$ cat config.mk
export PLATFORM = sky130hd
export DESIGN_NAME = muldiv_unit
export DESIGN_NICKNAME = d
export VERILOG_FILES = /design/src/rtl/muldiv_pkg.sv /design/src/rtl/muldiv_step.sv /design/src/rtl/muldiv_unit.sv
export SDC_FILE = /design/constraint.sdc
export NUM_CORES = 1
export LEC_CHECK = 0
export CAP_MARGIN = 20
export CORE_UTILIZATION = 55
export DETAILED_ROUTE_END_ITERATION = 12
export PLACE_DENSITY_LB_ADDON = 0.05
export REMOVE_ABC_BUFFERS = 1
export SETUP_SLACK_MARGIN = 0.4
export SLEW_MARGIN = 20
export SYNTH_ARGS = -nofsm -noshare
export SYNTH_HDL_FRONTEND = slang
export SYNTH_HIERARCHICAL = 1
export SYNTH_SLANG_ARGS = --single-unit
$ cat constraint.sdc
create_clock -name clk -period 4.7 [get_ports clk]
set_clock_uncertainty 0.1 [all_clocks]
set_input_delay 1.41 -clock clk [delete_from_list [all_inputs] [get_ports clk]]
set_output_delay 1.41 -clock clk [all_outputs]
set_load 0.05 [all_outputs]
$ cat src/rtl/muldiv_pkg.sv
// muldiv_pkg: op encodings, FSM states and iteration count for the iterative multiply/divide unit
package muldiv_pkg;
  localparam int MD_ITER = 32;
  typedef enum logic [1:0] {MD_MULT = 2'b00, MD_MULTU = 2'b01, MD_DIV = 2'b10, MD_DIVU = 2'b11} md_op_e;
  typedef enum logic [1:0] {IDLE, CALC, FIX} md_state_e;
endpackage

$ cat src/rtl/muldiv_step.sv
// muldiv_step: one combinational iteration (is_div=0: add-shift on acc={upper,multiplier}; is_div=1: shift, trial-subtract, restore on acc={rem,quo}); opnd is multiplicand or divisor, nxt is the next acc
module muldiv_step import muldiv_pkg::*; #(
  parameter int WIDTH = MD_ITER
) (
  input  logic               is_div,
  input  logic [2*WIDTH-1:0] acc,
  input  logic [WIDTH-1:0]   opnd,
  output logic [2*WIDTH-1:0] nxt
);
  logic [WIDTH:0] sum, diff;
  always_comb begin
    sum  = {1'b0, acc[2*WIDTH-1:WIDTH]} + (acc[0] ? {1'b0, opnd} : '0);
    diff = acc[2*WIDTH-1:WIDTH-1] - {1'b0, opnd};
    nxt  = is_div ? {diff[WIDTH] ? acc[2*WIDTH-2:WIDTH-1] : diff[WIDTH-1:0], acc[WIDTH-2:0], ~diff[WIDTH]}
                  : {sum, acc[WIDTH-1:1]};
  end
endmodule

$ cat src/rtl/muldiv_unit.sv
// muldiv_unit: 32-step MULT/MULTU/DIV/DIVU engine owning HI/LO; start/op/rs_val/rt_val issue, rd_hilo/mt_hi/mt_lo/mt_data access HI/LO, kill aborts; busy/done/stall/hi/lo out
module muldiv_unit import muldiv_pkg::*; #(
  parameter int WIDTH = MD_ITER
) (
  input  logic             clk,
  input  logic             rst_n,
  input  logic             start,
  input  logic [1:0]       op,
  input  logic [WIDTH-1:0] rs_val,
  input  logic [WIDTH-1:0] rt_val,
  input  logic             rd_hilo,
  input  logic             mt_hi,
  input  logic             mt_lo,
  input  logic [WIDTH-1:0] mt_data,
  input  logic             kill,
  output logic             busy,
  output logic             done,
  output logic             stall,
  output logic [WIDTH-1:0] hi,
  output logic [WIDTH-1:0] lo
);
  localparam int CW = $clog2(WIDTH);
  md_state_e state, state_nxt;
  logic [CW-1:0] cnt;
  logic [2*WIDTH-1:0] acc, acc_nxt, prod;
  logic [WIDTH-1:0] opnd, a_abs, b_abs, quo, rem;
  logic is_div, neg_a, neg_b, dz, sgn, go;
  assign busy  = state != IDLE;
  assign stall = busy & (start | rd_hilo | mt_hi | mt_lo);
  assign go    = state == IDLE & start & ~kill;
  assign sgn   = op == MD_MULT || op == MD_DIV;
  assign a_abs = sgn & rs_val[WIDTH-1] ? -rs_val : rs_val;
  assign b_abs = sgn & rt_val[WIDTH-1] ? -rt_val : rt_val;
  assign prod  = neg_a ^ neg_b ? -acc : acc;
  // a zero divisor leaves quotient all ones and remainder |rs|, so only the quotient sign flip is suppressed
  assign quo   = (neg_a ^ neg_b) & ~dz ? -acc[WIDTH-1:0] : acc[WIDTH-1:0];
  assign rem   = neg_a ? -acc[2*WIDTH-1:WIDTH] : acc[2*WIDTH-1:WIDTH];
  muldiv_step #(.WIDTH(WIDTH)) u_step (.is_div(is_div), .acc(acc), .opnd(opnd), .nxt(acc_nxt));
  always_comb begin
    state_nxt = kill ? IDLE
              : state == IDLE ? (start ? CALC : IDLE)
              : state == CALC ? (cnt == CW'(WIDTH-1) ? FIX : CALC)
              : IDLE;
  end
  always_ff @(posedge clk or negedge rst_n) begin
    if (!rst_n) state <= IDLE;
    else state <= state_nxt;
  end
  always_ff @(posedge clk or negedge rst_n) begin
    if (!rst_n) begin
      cnt    <= '0;
      acc    <= '0;
      opnd   <= '0;
      is_div <= 1'b0;
      neg_a  <= 1'b0;
      neg_b  <= 1'b0;
      dz     <= 1'b0;
      hi     <= '0;
      lo     <= '0;
      done   <= 1'b0;
    end else begin
      done <= 1'b0;
      if (go) begin
        cnt    <= '0;
        is_div <= op[1];
        neg_a  <= sgn & rs_val[WIDTH-1];
        neg_b  <= sgn & rt_val[WIDTH-1];
        dz     <= rt_val == '0;
        opnd   <= op[1] ? b_abs : a_abs;
        acc    <= {{WIDTH{1'b0}}, op[1] ? a_abs : b_abs};
      end else if (!kill && state == CALC) begin
        cnt <= cnt + 1'b1;
        acc <= acc_nxt;
      end else if (!kill && state == FIX) begin
        hi   <= is_div ? rem : prod[2*WIDTH-1:WIDTH];
        lo   <= is_div ? quo : prod[WIDTH-1:0];
        done <= 1'b1;
      end else if (!kill && state == IDLE) begin
        if (mt_hi) hi <= mt_data;
        if (mt_lo) lo <= mt_data;
      end
    end
  end
endmodule
Word-level counts from Yosys, hierarchy flattened
Index checks and enable logic that the tools add are counted.
- $add $sub $neg: 8
- multiplexer cells: 30
- bitwise operators: 15
- equal/unequal tests: 4
- reduce and logical (&&, ||, !) cells: 15
- operators by type and width (operator ; number):
    32-bit 2-to-1 mux ; 16
    64-bit 2-to-1 mux ; 4
    32-bit negation ; 4
    64-bit negation ; 1
    32-bit by 33-bit adder with 33-bit output ; 1
    33-bit by 32-bit subtractor with 33-bit output ; 1
    32-bit logical NOT ; 1
    5-bit 2-to-1 mux ; 2
    2-bit nonzero test ; 5
    2-bit 2-to-1 mux ; 4
    4-bit AND reduction ; 2
    1-bit AND ; 6
    5-bit by 1-bit adder with 5-bit output (second input constant) ; 1
    5-bit equality test (second input constant) ; 1
    1-bit NOT ; 5
    2-bit equality test (second input constant) ; 2
    2-bit logical NOT ; 2
    1-bit 2-to-1 mux ; 4
    1-bit logical AND ; 3
    1-bit OR ; 3
    2-bit by 1-bit equality test with 1-bit output (second input constant) ; 1
    1-bit logical NOT ; 1
    1-bit logical OR ; 1
    1-bit bitwise XOR ; 1
- output and inout port bits: 67
- logic and storage cells: 83
- flip-flop bits (word level): 172
- input bits: 105

Logic depth before layout (Yosys ltp)
- word-level depth: 6
- depth in mapped cells: 16
- depth with buffers taken out: 15

Hierarchy
The synthesis kept the hierarchy.
- modules (own cells, without submodules) (module ; sequential area each (µm²) ; cells each ; instances ; area each (µm²)):
    muldiv_unit ; 4304.1 ; 1195 ; 1 ; 10616.4
    muldiv_step ; 0.0 ; 652 ; 1 ; 4525.6

Worst setup path after synthesis
Ideal clock, no wire load.
- path type: reg2reg
- start point: reg acc[0]
- end point: reg acc[61]
- period minus slack after synthesis: 3.751 ns
- path buffers: 1
- path slack: 0.949 ns
- library setup time: 0.121 ns
- required time: 4.479 ns
- stages on the path, launching flop included: 15
- arrival: 3.530 ns
- cells stage by stage: dfrtp_1 clkbuf_1 and2_1 ha_1 a21o_1 or4_1 a311oi_2 nor4_1 a41oi_2 a211oi_1 or4_1 a21oi_2 xor2_1 mux2i_1 a22o_1
- longest elaborated chain between the ends: 5
- ends and longest elaborated chain (element ; line ; text):
    start, declared ; muldiv_unit.sv:25 ; logic [2*WIDTH-1:0] acc, acc_nxt, prod;
    start signal, assigned ; muldiv_unit.sv:70 ; acc <= {{WIDTH{1'b0}}, op[1] ? a_abs : b_abs};
    start signal, assigned ; muldiv_unit.sv:73 ; acc <= acc_nxt;
    32-bit 2-to-1 mux ; muldiv_step.sv:12 ; sum = {1'b0, acc[2*WIDTH-1:WIDTH]} + (acc[0] ? {1'b0, opnd} : '0);
    32-bit by 33-bit adder with 33-bit output ; muldiv_step.sv:12 ;
    64-bit 2-to-1 mux ; muldiv_step.sv:14 ; nxt = is_div ? {diff[WIDTH] ? acc[2*WIDTH-2:WIDTH-1] : diff[WIDTH-1:0], acc[WIDTH-2:0], ~diff[WIDTH]}
    net acc_nxt[61] ; muldiv_unit.sv:25 ;
    64-bit 2-to-1 mux ; muldiv_unit.sv:71 ; end else if (!kill && state == CALC) begin
    64-bit 2-to-1 mux ; muldiv_unit.sv:63 ; if (go) begin
The timed path passes the listed nets, and every way through them passes these cells. The select of a mux whose other input is x is not followed.
A chain may end at the register's enable or synchronous reset.

Worst setup path in the final report
- start point: reg acc[31]
- end point: reg acc[44]
- longest elaborated chain between the ends: 5
- ends and longest elaborated chain (element ; line ; text):
    33-bit by 32-bit subtractor with 33-bit output ; muldiv_step.sv:13 ; diff = acc[2*WIDTH-1:WIDTH-1] - {1'b0, opnd};
    32-bit 2-to-1 mux ; muldiv_step.sv:14 ;
    64-bit 2-to-1 mux ; muldiv_step.sv:14 ;
    net acc_nxt[44] ; muldiv_unit.sv:25 ;
    64-bit 2-to-1 mux ; muldiv_unit.sv:71 ;
    64-bit 2-to-1 mux ; muldiv_unit.sv:63 ;
The timed path passes the listed nets, and every way through them passes these cells. The select of a mux whose other input is x is not followed.

==> impl_metrics.toml <==
[hold_path]
hp-class = "reg -> reg"
holdPathStages = 2
min_to = "lo[27]"
hold_start = "lo[27]"

[timing]
setup_viol = 0
whs_ps = 384.3
rsz0062_at_grt = "no"
hold_violations = 0
tightest_slew_ps = 974.3
fin_tns_setup_ps = 0
period_share = 0.8774
timing.slew.headroom = 0.3458
timing.fmax_mhz = 242.5
fin_crit_ps = 4124
slew_violations = 0

[floorplan]
dieArea_mm2 = 0.02820
pin_count = 172
fp.dieW_um = 167.9
rows = 60
core_mm2 = 0.02695
start_util = 0.5618
die_y_um = 167.9

[route]
wl_per_cell_um = 23.14
drtIter0Drc = 1644
routed_wl_mm = 54.05
num_vias = 15640
drcViolationCount = 0
firstDrtPassIters = 10
vias_per_cell = 6.694
ant_nets = 0

[yosys]
synthCells = 1847
yosysWarnings = 6
synth_top_area_cell = "dfrtp_1"
synth_seq_area_share = 0.2843
avgSynthCellArea_um2 = 8.198
ys_ff_latch = 172
netlist.area_leader.share = 0.2843
post-synth-top-count-cell = "nand2_1"
syn_area_mm2 = 0.01514
synth_edf_count = 0
synth.distinct_cells = 78
async_reset_ff_frac = 1.000
ys.flop_type = "dfrtp_1"
ys_top_cells_by_count = "nand2_1, dfrtp_1, nor2_1"
synth_area_leaders = "dfrtp_1, xnor2_1, ha_1"

[clock_tree]
cts.path.max_buffers = 2
path_clk_slew_ps = 80
post_cts_buffers = 0
cts_buffers = 17
ctsHoldBuffers = 0
clkLatencyLatePin_ps = 450
clockRootBuffer = "clkbuf_16"
htree_levels = 4
numClockSinks = 172
cts_tree = "built"
ctsResizeCount = 0

[layout]
fill_cells = 2285
instances_no_fill = 2336
area_growth_pct = 18.68
fin_nets = 2159
antenna-diode-count = 0
seq_area_mm2 = 0.004308
fin_util = 0.6668
multi_input_area_mm2 = 0.01023
drive_above_1_share = 0.07268

[global_routing]
grt_pass1_vias = 14240
antenna_found_initial = 0
grt_use_total = 0.3816
grt_max_degree = 111
grt_pass1_wl_mm = 83.05
overflow = 0

[worst_setup_path]
crit_fanout = 43
critPathArrivalTime_ps = 4360
crit_type = "reg -> reg"
r2r-end = "acc[44]"
crit_slowest_cell = "dfrtp_1"
end_kind = "flop"
max_stage_delay_ps = 490
r2r_slack_ps = 580
required_ps = 4930
rr_startpoint = "acc[31]"
cp_cell_sequence = "inv_1, ha_1, fa_1, nand2b_1, a21o_1, a211oi_1, a31oi_1, o21ai_1, a21oi_1, a31oi_1, xnor2_2, buf_12, mux2i_1, a21oi_1, a22o_1"
crit_buf_inv = 2
r2r_cells = 15
crit_family = "compound AO/OA/AOI/OAI gates"
start_kind = "flop"

[placement]
dp_hpwl_mm = 40.88
gp_congestion = 1.016
place_inst = 2304
io_buffers = 171

[power]
power.density_mw_per_mm2 = 623.4
power.leakage_nw = 7.707
p_total_w = 0.01120
peakVddDrop_uv = 466.2

[run_status]
status = "complete, no violations"

[run]
maxCapViolCount = 0
[cell families (layout without fill, tap and decap cells)]
group / after synthesis / in the layout / share of synthesized area
AO/OA/AOI/OAI: 557 / 557 / 0.2481
adder cells (fa/ha/maj): 72 / 72 / 0.06049
AND/OR/NAND/NOR: 610 / 610 / 0.1984
multiplexers: 94 / 94 / 0.06495
XOR/XNOR: 176 / 176 / 0.1018
flip-flops: 172 / 172 / 0.2843
buffers and inverters: 166 / 314 / 0.04198
[placed cells by master, fill, tap and decap left out, types with 34 or more instances in the layout]
master	n
nand2_1	179
dfrtp_1	171
clkdlybuf4s50_1	169
nor2_1	150
a21oi_1	136
xnor2_1	106
o21ai_0	92
ha_1	70
xor2_1	69
inv_1	61
mux2i_1	60
nor3_1	47
buf_4	47
o31ai_1	38
nor4_1	37
and2_1	35
o221ai_1	35
mux2_2	34
[final cells by class]
class / instances / share of cell area
timing repair buffer: 220 / 0.1177
clock buffer: 17 / 0.02367
clock inverter: 15 / 0.01274
sequential: 172 / 0.2397
inverter: 62 / 0.01295
tap: 341 / 0.02374
multi-input combinational: 1509 / 0.5695
[sequential cells by signal, indices dropped and copies added, names as in the netlist]
name,count
state,2
done,1
hi,32
neg_a,1
lo,32
acc,64
cnt,5
dz,1
neg_b,1
is_div,1
opnd,32
[how the worst max path moves through the flow]
stage          startpoint  cells after the start  slack (ps)       to
6_report          acc[31]                     15         580  acc[44]
5_1_grt           acc[31]                     15         410  acc[44]
4_1_cts             start                      3         640    stall
3_5_place_dp    rt_val[7]                      7         460  acc[30]
3_3_place_gp    rt_val[7]                      7         560  acc[30]
2_1_floorplan        kill                      3        -860  acc[34]
[power by group]
| group | total (W) | switching [W] | internal, W | leakage (nW) |
|---|---|---|---|---|
| clock | 0.00161 | 0.000767 | 0.000838 | 0.318 |
| sequential | 0.00270 | 0.000815 | 0.00189 | 2.11 |
| combinational | 0.00690 | 0.00407 | 0.00283 | 5.28 |
| total | 0.0112 | 0.00565 | 0.00555 | 7.71 |
[worst register-to-register path: stages (launching register included)]
cell and delay, ps:
dfrtp_1 490, inv_1 100, ha_1 240, fa_1 400, nand2b_1 180, a21o_1 190
a211oi_1 300, a31oi_1 240, o21ai_1 290, a21oi_1 170, a31oi_1 240, xnor2_2 160
buf_12 270, mux2i_1 320, a21oi_1 90, a22o_1 220
[metal layers]
metal	global-route usage	share of wire
met5	0	0
met4	0.1759	0.048
met3	0.06935	0.093
met2	0.5889	0.44
met1	0.5196	0.42
[through the flow]
step / instance area (µm²) / setup slack (ps)
2_1_floorplan: 14740 / -859.8
3_3_place_gp: 17320 / 559.5
3_5_place_dp: 17320 / 463.0
4_1_cts: 17970 / 644.7
5_1_grt: 17970 / 414.0
6_report: 17970 / 576.0
No activity file was read; power rests on OpenSTA's default activity.
